<file path="src/rtl/pipe_hazard_ctrl_pkg.sv">
// Shared pipeline definitions: controller state encoding, PC width and the
// NOP word that the stage registers load on a flush or a bubble.
package pipe_hazard_ctrl_pkg;

  typedef enum logic [1:0] {
    RUN        = 2'd0,
    LOAD_STALL = 2'd1,
    DRAIN      = 2'd2,
    HALTED     = 2'd3
  } state_t;

  localparam int unsigned PC_W = 8;

  localparam logic [31:0] NOP_INSN = 32'h0000_0013;

endpackage

</file>
<file path="src/rtl/pipe_hazard_ctrl_sat_counter.sv">
// Up-counter that sticks at all-ones instead of wrapping.
module sat_counter #(
  parameter int unsigned WIDTH = 16
) (
  input  logic             clk,
  input  logic             rst,
  input  logic             inc,
  output logic [WIDTH-1:0] count
);

  always_ff @(posedge clk or posedge rst) begin
    if (rst) begin
      count <= '0;
    end else if (inc && (count != '1)) begin
      count <= count + 1'b1;
    end
  end

endmodule

</file>
<file path="src/rtl/pipe_hazard_ctrl.sv">
// Pipeline sequencing controller: arbitrates redirects, load-use stalls and
// halt drain, and keeps saturating stall/flush performance counters.
module pipe_hazard_ctrl
  import pipe_hazard_ctrl_pkg::*;
#(
  parameter int unsigned REG_AW          = 4,
  parameter int unsigned LOAD_USE_STALLS = 1,
  parameter int unsigned DRAIN_CYCLES    = 3,
  parameter int unsigned CNT_W           = 16
) (
  input  logic              clkwire,
  input  logic              rstwire,
  input  logic              ex_branch_taken,
  input  logic [PC_W-1:0]   ex_branch_target,
  input  logic              ex_is_load,
  input  logic [REG_AW-1:0] ex_rd,
  input  logic [REG_AW-1:0] id_rs1,
  input  logic [REG_AW-1:0] id_rs2,
  input  logic              id_uses_rs1,
  input  logic              id_uses_rs2,
  input  logic              id_is_halt,
  output logic              pc_enable,
  output logic              if_id_enable,
  output logic              if_id_flush,
  output logic              id_ex_bubble,
  output logic              jump_selector,
  output logic [PC_W-1:0]   jump_address,
  output logic              halted,
  output logic [CNT_W-1:0]  stall_count,
  output logic [CNT_W-1:0]  flush_count
);

  state_t     state;
  logic [2:0] remain;
  logic       lu;
  logic       redirect;
  logic       stall_inc;

  assign lu = ex_is_load &
              ((id_uses_rs1 & (id_rs1 == ex_rd)) |
               (id_uses_rs2 & (id_rs2 == ex_rd)));

  // HALTED ignores everything, including taken branches.
  assign redirect = ex_branch_taken & (state != HALTED);

  always_ff @(posedge clkwire or posedge rstwire) begin
    if (rstwire) begin
      state  <= RUN;
      remain <= '0;
    end else if (redirect) begin
      state  <= RUN;
      remain <= '0;
    end else begin
      case (state)
        RUN: begin
          if (lu) begin
            if (LOAD_USE_STALLS > 1) begin
              state  <= LOAD_STALL;
              remain <= 3'(LOAD_USE_STALLS - 1);
            end
          end else if (id_is_halt) begin
            if (DRAIN_CYCLES > 1) begin
              state  <= DRAIN;
              remain <= 3'(DRAIN_CYCLES - 1);
            end else begin
              state <= HALTED;
            end
          end
        end
        LOAD_STALL: begin
          if (remain == 3'd1) begin
            state  <= RUN;
            remain <= '0;
          end else begin
            remain <= remain - 3'd1;
          end
        end
        DRAIN: begin
          if (remain == 3'd1) begin
            state  <= HALTED;
            remain <= '0;
          end else begin
            remain <= remain - 3'd1;
          end
        end
        default: state <= HALTED;
      endcase
    end
  end

  always_comb begin
    pc_enable     = 1'b1;
    if_id_enable  = 1'b1;
    if_id_flush   = 1'b0;
    id_ex_bubble  = 1'b0;
    jump_selector = 1'b0;
    jump_address  = '0;
    if (rstwire) begin
      pc_enable    = 1'b0;
      if_id_enable = 1'b0;
    end else if (redirect) begin
      jump_selector = 1'b1;
      jump_address  = ex_branch_target;
      if_id_flush   = 1'b1;
      id_ex_bubble  = 1'b1;
    end else if ((state != RUN) || lu || id_is_halt) begin
      pc_enable    = 1'b0;
      if_id_enable = 1'b0;
      id_ex_bubble = 1'b1;
    end
  end

  assign halted    = (state == HALTED);
  assign stall_inc = ~rstwire & ~pc_enable & ((state == RUN) || (state == LOAD_STALL));

  sat_counter #(.WIDTH(CNT_W)) u_stall_cnt (
    .clk   (clkwire),
    .rst   (rstwire),
    .inc   (stall_inc),
    .count (stall_count)
  );

  sat_counter #(.WIDTH(CNT_W)) u_flush_cnt (
    .clk   (clkwire),
    .rst   (rstwire),
    .inc   (redirect & ~rstwire),
    .count (flush_count)
  );

endmodule

</file>
<file path="config.mk">
export PLATFORM = sky130hd
export DESIGN_NAME = pipe_hazard_ctrl
export DESIGN_NICKNAME = d
export VERILOG_FILES = /design/src/rtl/pipe_hazard_ctrl_pkg.sv /design/src/rtl/pipe_hazard_ctrl_sat_counter.sv /design/src/rtl/pipe_hazard_ctrl.sv
export SDC_FILE = /design/constraint.sdc
export NUM_CORES = 1
export LEC_CHECK = 0
export ABC_AREA = 1
export BUFFER_PORTS_ARGS = -buffer_cell sky130_fd_sc_hd__buf_2
export CAP_MARGIN = 20
export CELL_PAD_IN_SITES_DETAIL_PLACEMENT = 1
export CELL_PAD_IN_SITES_GLOBAL_PLACEMENT = 2
export CORE_MARGIN = 2
export CORE_UTILIZATION = 25
export DETAILED_ROUTE_END_ITERATION = 8
export PLACE_DENSITY_LB_ADDON = 0.1
export SYNTH_ARGS = -nofsm -noshare
export SYNTH_HDL_FRONTEND = slang
export SYNTH_SLANG_ARGS = --single-unit
</file>
<file path="constraint.sdc">
create_clock -name clkwire -period 1.96 [get_ports clkwire]
set_input_delay 0.392 -clock clkwire [delete_from_list [all_inputs] [get_ports clkwire]]
set_output_delay 0.392 -clock clkwire [all_outputs]
set_load 0.005 [all_outputs]
</file>
Yosys cells after proc, flatten, opt, wreduce, memory -nomap -nowiden. Cells that the tools add are included.

Flip-flop bits (word level): 37. Latch bits: 0. Bits in writable memories: 0. Memory bits (read-only): 0. Bits of input ports: 27. Memories: 0.

$add $sub $neg: 3. $mul: 0. Div/mod/pow operators: 0. Magnitude comparators: 0. Equal/unequal tests: 13. Shift-type cells: 0. Multiplexer cells: 21. Bitwise logic cells: 10. Reduce and logical (&&, ||, !) cells: 11.

Operators with widths (count): adder 16 x 1 -> 16 bit (second input constant) (2); inequality test 16 bit (second input constant) (2); 2-to-1 mux 8 bit (2); 2-to-1 mux 3 bit (4); inequality test 3 bit (second input constant) (4); 2-to-1 mux 2 bit (5); == test 4 bit (2); 2-to-1 mux 1 bit (8); AND 1 bit (7); one-hot mux 2 bit (3 select lines) (1); one-hot mux 3 bit (2 select lines) (1); == test 2 bit (second input constant) (2); AND reduction 4 bit (1); == test 3 x 1 -> 1 bit (second input constant) (1); logical OR 1 bit (3); AND reduction 3 bit (1); nonzero test 3 bit (1); subtractor 3 x 1 -> 3 bit (second input constant) (1); == test 2 x 1 -> 1 bit (second input constant) (1); logical AND 1 bit (2); zero test 2 bit (1); inequality test 2 bit (second input constant) (1); inverter 1 bit (2); nonzero test 2 bit (1); other kinds (2) (2).

Depth between registers and ports, before layout. Gate-level depths: netlist of run 1.

Word-level depth: 13. Depth in mapped cells: 12. Depth with buffers taken out: 12.

Modules after synthesis. From an unflattened synthesis of run 1, not the netlist that was laid out.

Cells, all modules: 418. Area total of the unflattened synthesis: 2826.5 µm².

Modules (own cells, without submodules): sat_counter (instances 2, cells an instance 150, area an instance 1069.8 µm²); pipe_hazard_ctrl (instances 1, cells an instance 118, area an instance 686.9 µm²).

Worst setup path before layout of run 1. Ideal clock, no wire load.

Path type: flip-flop to output port. Start point: register state[0]. End point: output pc_enable. Arrival: 1615 ps. Setup slack: -47 ps. Cell stages (with the launch flop): 8. Path buffers: 3. Cell sequence: dfrtp_1 ha_1 nor2_2 inv_1 buf_2 clkbuf_1 a21oi_1 buf_4.

Word-level cells in the longest chain between the ends: 6. Elaborated cells between the ends (all ways): 8. Classes of those cells: eq/ne: 1; mux: 3; bitwise: 1; reduce/logical: 3.

Ends and longest elaborated chain: start: declaration (line pipe_hazard_ctrl.sv:33) `state_t state;`; start signal: assignment (line pipe_hazard_ctrl.sv:48) `state <= RUN;`; start signal: assignment (line pipe_hazard_ctrl.sv:51) `state <= RUN;`; start signal: assignment (line pipe_hazard_ctrl.sv:58) `state <= LOAD_STALL;`; nonzero test 2 bit (line pipe_hazard_ctrl.sv:106) `end else if ((state != RUN) || lu || id_is_halt) begin`; logical OR 1 bit (2 in a row) (line pipe_hazard_ctrl.sv:106); 2-to-1 mux 1 bit; 2-to-1 mux 1 bit * (2 in a row); end: declaration (line pipe_hazard_ctrl.sv:22) `output logic pc_enable,`.

Mark *: on every way between the ends. The rest lies on a longest branch, timed or not.

Worst setup path in the final report of run 1.
Start point: register state[0]. End point: output jump_address[6].

Word-level cells in the longest chain between the ends: 4.

Ends and longest elaborated chain: inequality test 2 bit (line pipe_hazard_ctrl.sv:44) `assign redirect = ex_branch_taken & (state != HALTED);`; AND 1 bit (line pipe_hazard_ctrl.sv:44); 2-to-1 mux 8 bit (line pipe_hazard_ctrl.sv:101) `end else if (redirect) begin`; 2-to-1 mux 8 bit (line pipe_hazard_ctrl.sv:98) `if (rstwire) begin`; end: declaration (line pipe_hazard_ctrl.sv:27) `output logic [PC_W-1:0] jump_address,`.

Every way passes these cells.

==> results.toml, run 1 <==
[status]
status = "finished, final reports clean"

[finish]
final_area_um2 = 3240
drive_above_1_share_pct = 28.4
fin_cells = 559
final_net_count = 460
area_growth_pct = 31.2
n_antenna_cell = 0

[cts]
clkSlewWorstSetupHoldPaths_ns = 0.08
clock_sinks = 37
ctsLongestPathBuffers = 2
cts_root_buffer = "clkbuf_8"
insertion_delay_ns = 0.30
htreeDepth = 2
cts_tree = "built"
cts-buffers-inserted = 5

[synth]
yosys.area_share.simple_pct = 38.7
synth.area.mux_share_pct = 0.456
synth_top_family_by_area = "simple AND/OR/NAND/NOR gates"
synth_edf_count = 0
seq_area_frac_synth_pct = 37.5
netlist.area_leader.share_pct = 37.5
avgSynthCellArea_um2 = 7.26
synth-compound-area-share_pct = 2.08
ys_async_sr_fraction_pct = 100
syn-num-nets = 375
synth-xor-area-share_pct = 9.22
syn_area_um2 = 2470
yosys-top-cells-count = "nand2_1 (111), nor2_1 (40), inv_1 (38)"
synth_area_leader_cell = "dfrtp_1"
synthCells = 340
synth_ff_type = "dfrtp_1"
yosys-top-cells-area = "dfrtp_1 (37%), nand2_1 (17%), nor2_1 (6.1%)"
yosysMostFrequentCell = "nand2_1"
synth_cell_types = 30
ys_warn_count = 0
synth_adder_area_share_pct = 4.05
ys_ff_latch = 37

[sta]
fin_crit_sh_pct = 97.2
setup_slack_ns = 0.0556
fin_crit_ns = 1.90
slew_headroom_pct = 66.3
rsz0062_at_grt = "true"
hold_violations = 0
fmax_ghz = 0.525
timing.hold.ws_ns = 0.437
fin_worst_skew_ns = 0.00815
final-setup-viol-count = 0
maxSlewViolCount = 0
tightestPinTransition_ns = 0.505

[critical_path]
r2r_setup_slack_ns = 0.22
slowest_delay_ns = 0.43
worstSetupStartpointType = "flip-flop"
cp.buffers_inverters = 3
end_kind = "output pin"
crit_required_ns = 1.57
path_cells = "ha_4 > nor2_4 > buf_6 > buf_12 > nand2_2 > nor2_2 > buf_2"
path_class = "reg2out"
cp_max_fo = 7
worstPathArrival_ns = 1.51
crit_family = "flip-flops"
slowest_stage = "dfrtp_1"

[placement]
placed_area_um2 = 3050
hpwl_um = 5470
place.gp.congestion = 0.701
post-place-ws_ns = 0.155
port_buffers = 72
place_inst = 548

[drt]
viasPerCell = 4.37
dr.pass1.iters = 4
drt_wl_total_um = 7170
ant_nets = 0
drt_iter0_markers = 94
remaining_drc_errors = 0
wl_per_cell_um = 12.8
vias = 2441

[grt]
grt-ovfl-total = 0
first_global_vias = 2429
grt_use_total_pct = 14.2
grt_pass1_wl_um = 11900
grt_max_degree = 38
antenna_found_initial = 0

[power_and_ir_drop]
p_leak_nw = 1.76
finalPower_mw = 2.83
p_clk_share_pct = 19.7
p_comb_share_pct = 43.6
p_sw_mw = 1.14
seq_power_share_pct = 36.6
switching_share_pct = 40.2
power_density_nw_per_um2 = 874
internal_power_mw = 1.69
ir_drop_mv = 0.247

[die]
die_width_um = 103
die_area_um2 = 10700
start_util_pct = 25.5
core_um2 = 9680
num_rows = 36
io_pins = 73
die_h_um = 103

[job]
cap_violations = 0

[min_path]
hp-class = "in2reg"
-- kinds of logic after synthesis --
group           count (synthesis)
fa+ha+maj                       8
buf+inv                        47
simple gates                  212
flops                          37
compound gates                  9
mux                             1
xor+xnor                       26
-- cell usage in the layout, fill, tap and decap left out, types with 2 or more instances in the layout --
| cell | synthesis | routed |
|---|---|---|
| nand2_1 | 111 | 107 |
| buf_2 | 2 | 72 |
| dfrtp_1 | 37 | 37 |
| nor2_1 | 40 | 36 |
| inv_1 | 38 | 34 |
| nand4_1 | 22 | 22 |
| nand3_1 | 19 | 19 |
| xor2_1 | 16 | 16 |
| buf_4 | 3 | 11 |
| xnor2_1 | 10 | 10 |
| nor3_1 | 6 | 6 |
| ha_1 | 8 | 6 |
| nand2_2 | 1 | 5 |
| clkbuf_8 | 0 | 5 |
| nor2_4 | 2 | 4 |
| inv_2 | 0 | 4 |
| nor2_2 | 2 | 4 |
| o21ai_0 | 4 | 4 |
| nand3b_1 | 3 | 3 |
| buf_12 | 0 | 3 |
| ha_4 | 0 | 2 |
| clkinv_2 | 0 | 2 |
-- power groups by stage --
stage               clock network [mW]  registers, mW  logic [mW]
floorplan                            0           1.04       0.686
finish                           0.559           1.04        1.24
global route                     0.617           1.07        1.43
global placement                     0           1.05        1.12
CTS                              0.591           1.03        1.22
detailed placement                   0           1.05        1.14
-- timing repair --
item / 4_1_cts / 5_1_grt
pin swaps: 1 / 7
setup buffers: 3 / 0
cloned: 0 / 0
resized for setup: 7 / 12
endpoints found under the setup margin: 4 / 11
hold buffers: 0 / 0
-- layout make-up --
| type | instances | area, um2 |
|---|---|---|
| inverters | 38 | 143 |
| repair buffers | 87 | 514 |
| clock buffers | 5 | 68.8 |
| flip-flops and latches | 37 | 926 |
| multi-input cells | 256 | 1410 |
| well taps | 133 | 166 |
| fillers | 1198 | 6440 |
| clock inverters | 3 | 17.5 |
-- per-layer routing --
metal | up-vias | part of all wire (%) | GRT usage [%]
met5 | - | 0 | 0
met4 | 0 | 1.2 | 3.95
met3 | 7 | 4.0 | 3.02
met2 | 42 | 45 | 21.3
met1 | 1144 | 50 | 20.5
li1 | 1248 | - | -
-- flip-flops by register name, summed over array words and instances, names as in the netlist, named ones only --
signal / cells
state: 1
u_stall_cnt.count: 16
remain: 3
u_flush_cnt.count: 16
-- final timing paths --
path	endpoint	from	depth (start not counted)
worst max-delay path	jump_address[6]	state[0]$_DFFE_PP0P_	7
worst min-delay path	flip-flop	ex_branch_taken	4
worst max register to register	u_flush_cnt.count[10]$_DFFE_PP0P_	u_flush_cnt.count[0]$_DFFE_PP0P_	9
worst min register to register	remain[1]$_DFFE_PP0P_	remain[1]$_DFFE_PP0P_	2
max in group asynchronous	u_stall_cnt.count[4]$_DFFE_PP0P_	rstwire	4
min in group asynchronous	async pin	rstwire	4
-- tightest hold or removal path, cell delays in order --
cell	delay (ns)
buf_2	0.08
inv_1	0.07
nand4_1	0.10
nand2_1	0.05
-- per-stage QoR --
stage | TNS (ns) | utilization (%)
floorplan | 0 | -
global placement | 0 | 31.5
detailed placement | 0 | 31.5
CTS | 0 | 33.1
global route | -0.261 | 33.5
finish | 0 | 33.5
No activity file was read; power rests on OpenSTA's default activity.
==> run 2: changes to the inputs <==
--- a/config.mk
+++ b/config.mk
@@ -11,9 +11,11 @@
 export CELL_PAD_IN_SITES_DETAIL_PLACEMENT = 1
 export CELL_PAD_IN_SITES_GLOBAL_PLACEMENT = 2
 export CORE_MARGIN = 2
-export CORE_UTILIZATION = 25
+export CORE_UTILIZATION = 26
+export CTS_CLUSTER_SIZE = 14
 export DETAILED_ROUTE_END_ITERATION = 8
-export PLACE_DENSITY_LB_ADDON = 0.1
+export PLACE_DENSITY = 0.77
 export SYNTH_ARGS = -nofsm -noshare
 export SYNTH_HDL_FRONTEND = slang
+export SYNTH_HIERARCHICAL = 1
 export SYNTH_SLANG_ARGS = --single-unit
==> results.toml, run 2 <==
[critical_path]
slowest_stage = "dfrtp_1"
worstPathArrival_ns = 1.62
cp_max_fo = 6
r2r_start = "state[0]$_DFFE_PP0P_"
slowest_delay_ns = 0.43
critPathLaunch = "state[0]$_DFFE_PP0P_"
worstSetupStartpointType = "flip-flop"
path_cells = "ha_2 > or2_4 > buf_12 > clkinv_8 > nand2_2 > nor2_1 > buf_2"
end_kind = "output pin"
crit_required_ns = 1.57
path_class = "reg2out"

[die]
die_area_um2 = 11700
die_h_um = 108
io_pins = 73
num_rows = 38
core_um2 = 10700
start_util_pct = 26.3
die_width_um = 108

[finish]
area_growth_pct = 28.3
final_common_cell = "nand2_1"
final_area_um2 = 3630
fillers = 1412
top_regs = "u_flush_cnt/count (16), u_stall_cnt/count (16), remain (3)"
drive_above_1_share_pct = 31.4
final_net_count = 541
layout_common_cells = "nand2_1 (146), buf_2 (72), inv_1 (47)"
n_antenna_cell = 0

[sta]
setup_slack_ns = -0.0474
tightestPinTransition_ns = 0.677
fin_crit_sh_pct = 102
rsz0062_at_grt = "true"
fin_worst_skew_ns = 0.0203
fin_crit_ns = 2.01
hold_violations = 0
fmax_ghz = 0.498
maxSlewViolCount = 0
final-setup-viol-count = 10
slew_headroom_pct = 54.8

[grt]
grt-ovfl-total = 0
first_global_vias = 3048
antenna_found_initial = 0
grt_use_total_pct = 14.9
grt_pass1_wl_um = 14100
grt_max_degree = 17

[status]
status = "complete, but fails checks"
violations = "setup timing"

[power_and_ir_drop]
switching_share_pct = 42.9
internal_power_mw = 2.11
p_leak_nw = 1.80
p_comb_share_pct = 45.6
p_clk_share_pct = 19.0
p_sw_mw = 1.58
power_density_nw_per_um2 = 1020
ir_drop_mv = 0.345
finalPower_mw = 3.69
seq_power_share_pct = 35.4

[drt]
ant_nets = 0
drt_wl_total_um = 8290
wl_per_cell_um = 12.8
wl_met2_um = 4150
viasPerCell = 4.55
drt_iter0_markers = 62
dr.pass1.iters = 4
remaining_drc_errors = 0
drt-met1-wl_um = 3800
route.met3.wl_um = 284
routed.top_layer = "met4"
vias = 2944

[synth]
avgSynthCellArea_um2 = 6.76
ys_warn_count = 6
yosysMostFrequentCell = "nand2_1"
netlist.area_leader.share_pct = 32.8
yosys-top-cells-count = "nand2_1 (154), inv_1 (48), nor2_1 (48)"
syn-num-nets = 453
synth_edf_count = 0
ys_ff_latch = 37
seq_area_frac_synth_pct = 32.8
syn_area_um2 = 2830
synth_area_leader_cell = "dfrtp_1"
ys_async_sr_fraction_pct = 100
yosys-top-cells-area = "dfrtp_1 (33%), nand2_1 (20%), inv_1 (6.4%)"
synth_ff_type = "dfrtp_1"
synth_cell_types = 29
synthCells = 418

[job]
cap_violations = 0

[placement]
place.gp.congestion = 0.756
placed_area_um2 = 3390
hpwl_um = 6410
post-place-ws_ns = -0.0742
port_buffers = 72

[cts]
cts_root_buffer = "clkbuf_8"
clock_sinks = 37
clkSlewWorstSetupHoldPaths_ns = 0.10
ctsLongestPathBuffers = 2
cts-buffers-inserted = 5
insertion_delay_ns = 0.30
htreeDepth = 2
cts_hold_buf = 0
cts_tree = "built"

[min_path]
hp-class = "in2async"
[run 2: cell families (layout without fill, tap and decap cells)]
logic type | after synthesis | in the layout | share of synthesized area, %
AOI/OAI and AO/OA | 31 | 31 | 7.30
xor gates and xnor gates | 10 | 10 | 3.10
buffers and inverters | 58 | 147 | 9.25
DFF | 37 | 37 | 32.8
adders and majority gates | 8 | 8 | 3.54
and+or+nand+nor | 274 | 274 | 44.0
[run 2: layer usage]
metal,track usage (%),up-vias
met5,0,-
li1,-,1478
met3,2.29,4
met2,27.0,49
met1,18.8,1413
met4,3.02,0
[run 2: path summary, 6_finish.rpt]
path	end	slack, ns	cells past startpoint
hold reg to reg	remain[1]$_DFFE_PP0P_	0.48	2
hold / removal	remain[2]$_DFFE_PP0P_	0.19	3
setup reg to reg	flip-flop	0.13	13
max in group asynchronous	u_stall_cnt/count[2]$_DFFE_PP0P_	1.19	2
min in group clkwire	flip-flop	0.30	2
setup / recovery	jump_address[6]	-0.05	7
[run 2: through the flow]
stage	util (%)	hold slack, ns	setup TNS, ns	cells
2_1_floorplan	-	0.179	0	418
4_1_cts	33.3	0.197	-0.458	646
5_1_grt	33.8	0.219	-1.36	647
6_report	33.8	0.194	-0.311	647
3_5_place_dp	31.6	0.472	-0.0742	633
3_3_place_gp	31.6	0.459	-0.00431	633
[run 2: layout make-up]
cell class              instances  area (um2)  share of cell area, %
inverters                      52         209                   5.76
clock buffers                   5        68.8                   1.90
multi-input cells             323        1690                   46.5
repair buffers                 86         503                   13.9
repair inverters                1        11.3                  0.310
flip-flops and latches         37         926                   25.5
clock inverters                 3        46.3                   1.28
well taps                     140         175                   4.83
[run 2: power by group through the flow]
| stage | Clock [mW] | Sequential (mW) | Combinational, mW |
|---|---|---|---|
| floorplan | 0 | 1.27 | 1.04 |
| global placement | 0 | 1.31 | 1.53 |
| detailed placement | 0 | 1.33 | 1.60 |
| CTS | 0.733 | 1.31 | 1.66 |
| global route | 0.751 | 1.36 | 1.94 |
| finish | 0.700 | 1.31 | 1.68 |
[run 2: worst max-delay path: cells and delay by family, from the launching register on]
family,cells,cell delay [ns]
adders and majority gates,1,0.19
buffers and inverters,3,0.33
DFF,1,0.43
and+or+nand+nor,3,0.37
[run 2: repair_timing]
action / in CTS / in global routing
cloned: 1 / 0
setup buffers: 4 / 1
endpoints found under the setup margin: 13 / 19
resized for setup: 9 / 14
pin swaps: 2 / 1
==> run 3: changes to the inputs <==
--- a/config.mk
+++ b/config.mk
@@ -15,6 +15,7 @@
 export CTS_CLUSTER_SIZE = 14
 export DETAILED_ROUTE_END_ITERATION = 8
 export PLACE_DENSITY = 0.77
+export REMOVE_ABC_BUFFERS = 1
 export SYNTH_ARGS = -nofsm -noshare
 export SYNTH_HDL_FRONTEND = slang
 export SYNTH_HIERARCHICAL = 1
==> results.toml, run 3 (synthesized netlist as in run 2, its figures left out) <==
[power_and_ir_drop]
seq_power_share_pct = 34.3
p_leak_nw = 1.84
p_comb_share_pct = 46.7
power_density_nw_per_um2 = 1010
p_clk_share_pct = 19.0
internal_power_mw = 2.20
switching_share_pct = 41.7
p_sw_mw = 1.57
ir_drop_mv = 0.435

[drt]
drt_iter0_markers = 77
drt_wl_total_um = 8150
dr.pass1.iters = 4
remaining_drc_errors = 0
viasPerCell = 4.43
ant_nets = 0
vias = 2909
wl_per_cell_um = 12.4

[critical_path]
end_kind = "output pin"
reg2reg_depth = 12
path_class = "reg2out"
r2r_start = "state[0]$_DFFE_PP0P_"
r2r_setup_slack_ns = 0.10
crit_required_ns = 1.57
worstSetupStartpointType = "flip-flop"
rr_endpoint = "u_stall_cnt/count[13]$_DFFE_PP0P_"
cp_max_fo = 7
critPathLaunch = "state[0]$_DFFE_PP0P_"
worstPathArrival_ns = 1.55
crit_path_end = "jump_address[1]"

[finish]
area_growth_pct = 32.0
fin_cells = 656
layout_common_cells = "nand2_1 (146), buf_2 (70), inv_1 (45)"
final_common_cell = "nand2_1"
n_antenna_cell = 0
final_net_count = 550
drive_above_1_share_pct = 33.9
top_regs = "u_flush_cnt/count (16), u_stall_cnt/count (16), remain (3)"
final_util_pct = 34.7

[cts]
insertion_delay_ns = 0.29
ctsLongestPathBuffers = 2
cts_tree = "built"
cts-buffers-inserted = 5
htreeDepth = 2
cts_root_buffer = "clkbuf_8"
cts_hold_buf = 0
clkSlewWorstSetupHoldPaths_ns = 0.09
clock_sinks = 37

[sta]
slew_headroom_pct = 54.4
rsz0062_at_grt = "true"
fin_crit_ns = 1.94
maxSlewViolCount = 0
fin_crit_sh_pct = 99.1
final-setup-viol-count = 0
fin_worst_skew_ns = 0.0138
setup_slack_ns = 0.0169
fmax_ghz = 0.515
tightestPinTransition_ns = 0.683
hold_violations = 0

[die]
num_rows = 38
die_area_um2 = 11700
io_pins = 73
die_width_um = 108
die_h_um = 108
core_um2 = 10700
start_util_pct = 26.3

[grt]
grt_max_degree = 17
grt-ovfl-total = 0
first_global_vias = 2946
antenna_found_initial = 0
grt_pass1_wl_um = 13800
grt_use_total_pct = 14.6

[placement]
post-place-ws_ns = -0.104
port_buffers = 72
place.gp.congestion = 0.785
place_inst = 637
hpwl_um = 6310

[min_path]
hp-class = "in2async"

[job]
cap_violations = 0

[status]
status = "finished, final reports clean"
-- run 3: worst max-delay path, stage by stage, from the launching register on --
cell and delay, ns:
dfrtp_1 0.40, ha_2 0.19, or2_4 0.33, clkinv_8 0.09, nand2_2 0.05, nor2_2 0.09
buf_2 0.12
-- run 3: layout make-up --
class	instances	area [um2]
clock buffers	6	82.6
multi-input cells	323	1710
clock inverters	2	37.5
flip-flops and latches	37	926
repair buffers	95	578
repair inverters	1	8.76
fillers	1424	7020
inverters	52	209
well taps	140	175
-- run 3: how the worst min path moves through the flow --
stage                            endpoint  slack, ns             startpoint
CTS                             async pin       0.22                rstwire
global placement    remain[1]$_DFFE_PP0P_       0.45  remain[1]$_DFFE_PP0P_
global route                    async pin       0.29                rstwire
detailed placement  remain[1]$_DFFE_PP0P_       0.47  remain[1]$_DFFE_PP0P_
finish                          async pin       0.25                rstwire
floorplan                       async pin       0.18                rstwire
-- run 3: repair_timing --
item	4_1_cts	5_1_grt
setup buffers	6	4
gates cloned	0	1
endpoints found under the setup margin	13	24
pin swaps	2	8
resized for setup	7	26
-- run 3: through the flow --
| step | TNS (ns) | hold WS, ns | cell area, um2 | power (mW) |
|---|---|---|---|---|
| 2_1_floorplan | -0.000490 | 0.179 | 2770 | 2.26 |
| 3_3_place_gp | -0.00693 | 0.454 | 3420 | 2.87 |
| 3_5_place_dp | -0.116 | 0.467 | 3420 | 2.94 |
| 4_1_cts | 0 | 0.223 | 3610 | 3.77 |
| 5_1_grt | -0.693 | 0.291 | 3730 | 4.15 |
| 6_report | 0 | 0.254 | 3730 | 3.78 |
-- run 3: power by group through the flow --
| stage | logic [mW] | clock network (mW) | registers, mW |
|---|---|---|---|
| after floorplan | 0.994 | 0 | 1.27 |
| after global placement | 1.56 | 0 | 1.31 |
| after detailed placement | 1.62 | 0 | 1.32 |
| after CTS | 1.71 | 0.757 | 1.31 |
| after global routing | 2.01 | 0.784 | 1.35 |
| final | 1.76 | 0.716 | 1.30 |
-- run 3: routing by layer --
layer	up-vias	global-route usage, %	routed length [um]
met5	-	0	0
met4	0	2.47	37
met3	2	2.23	299
met2	50	26.3	4090
met1	1364	18.6	3730
li1	1493	-	-
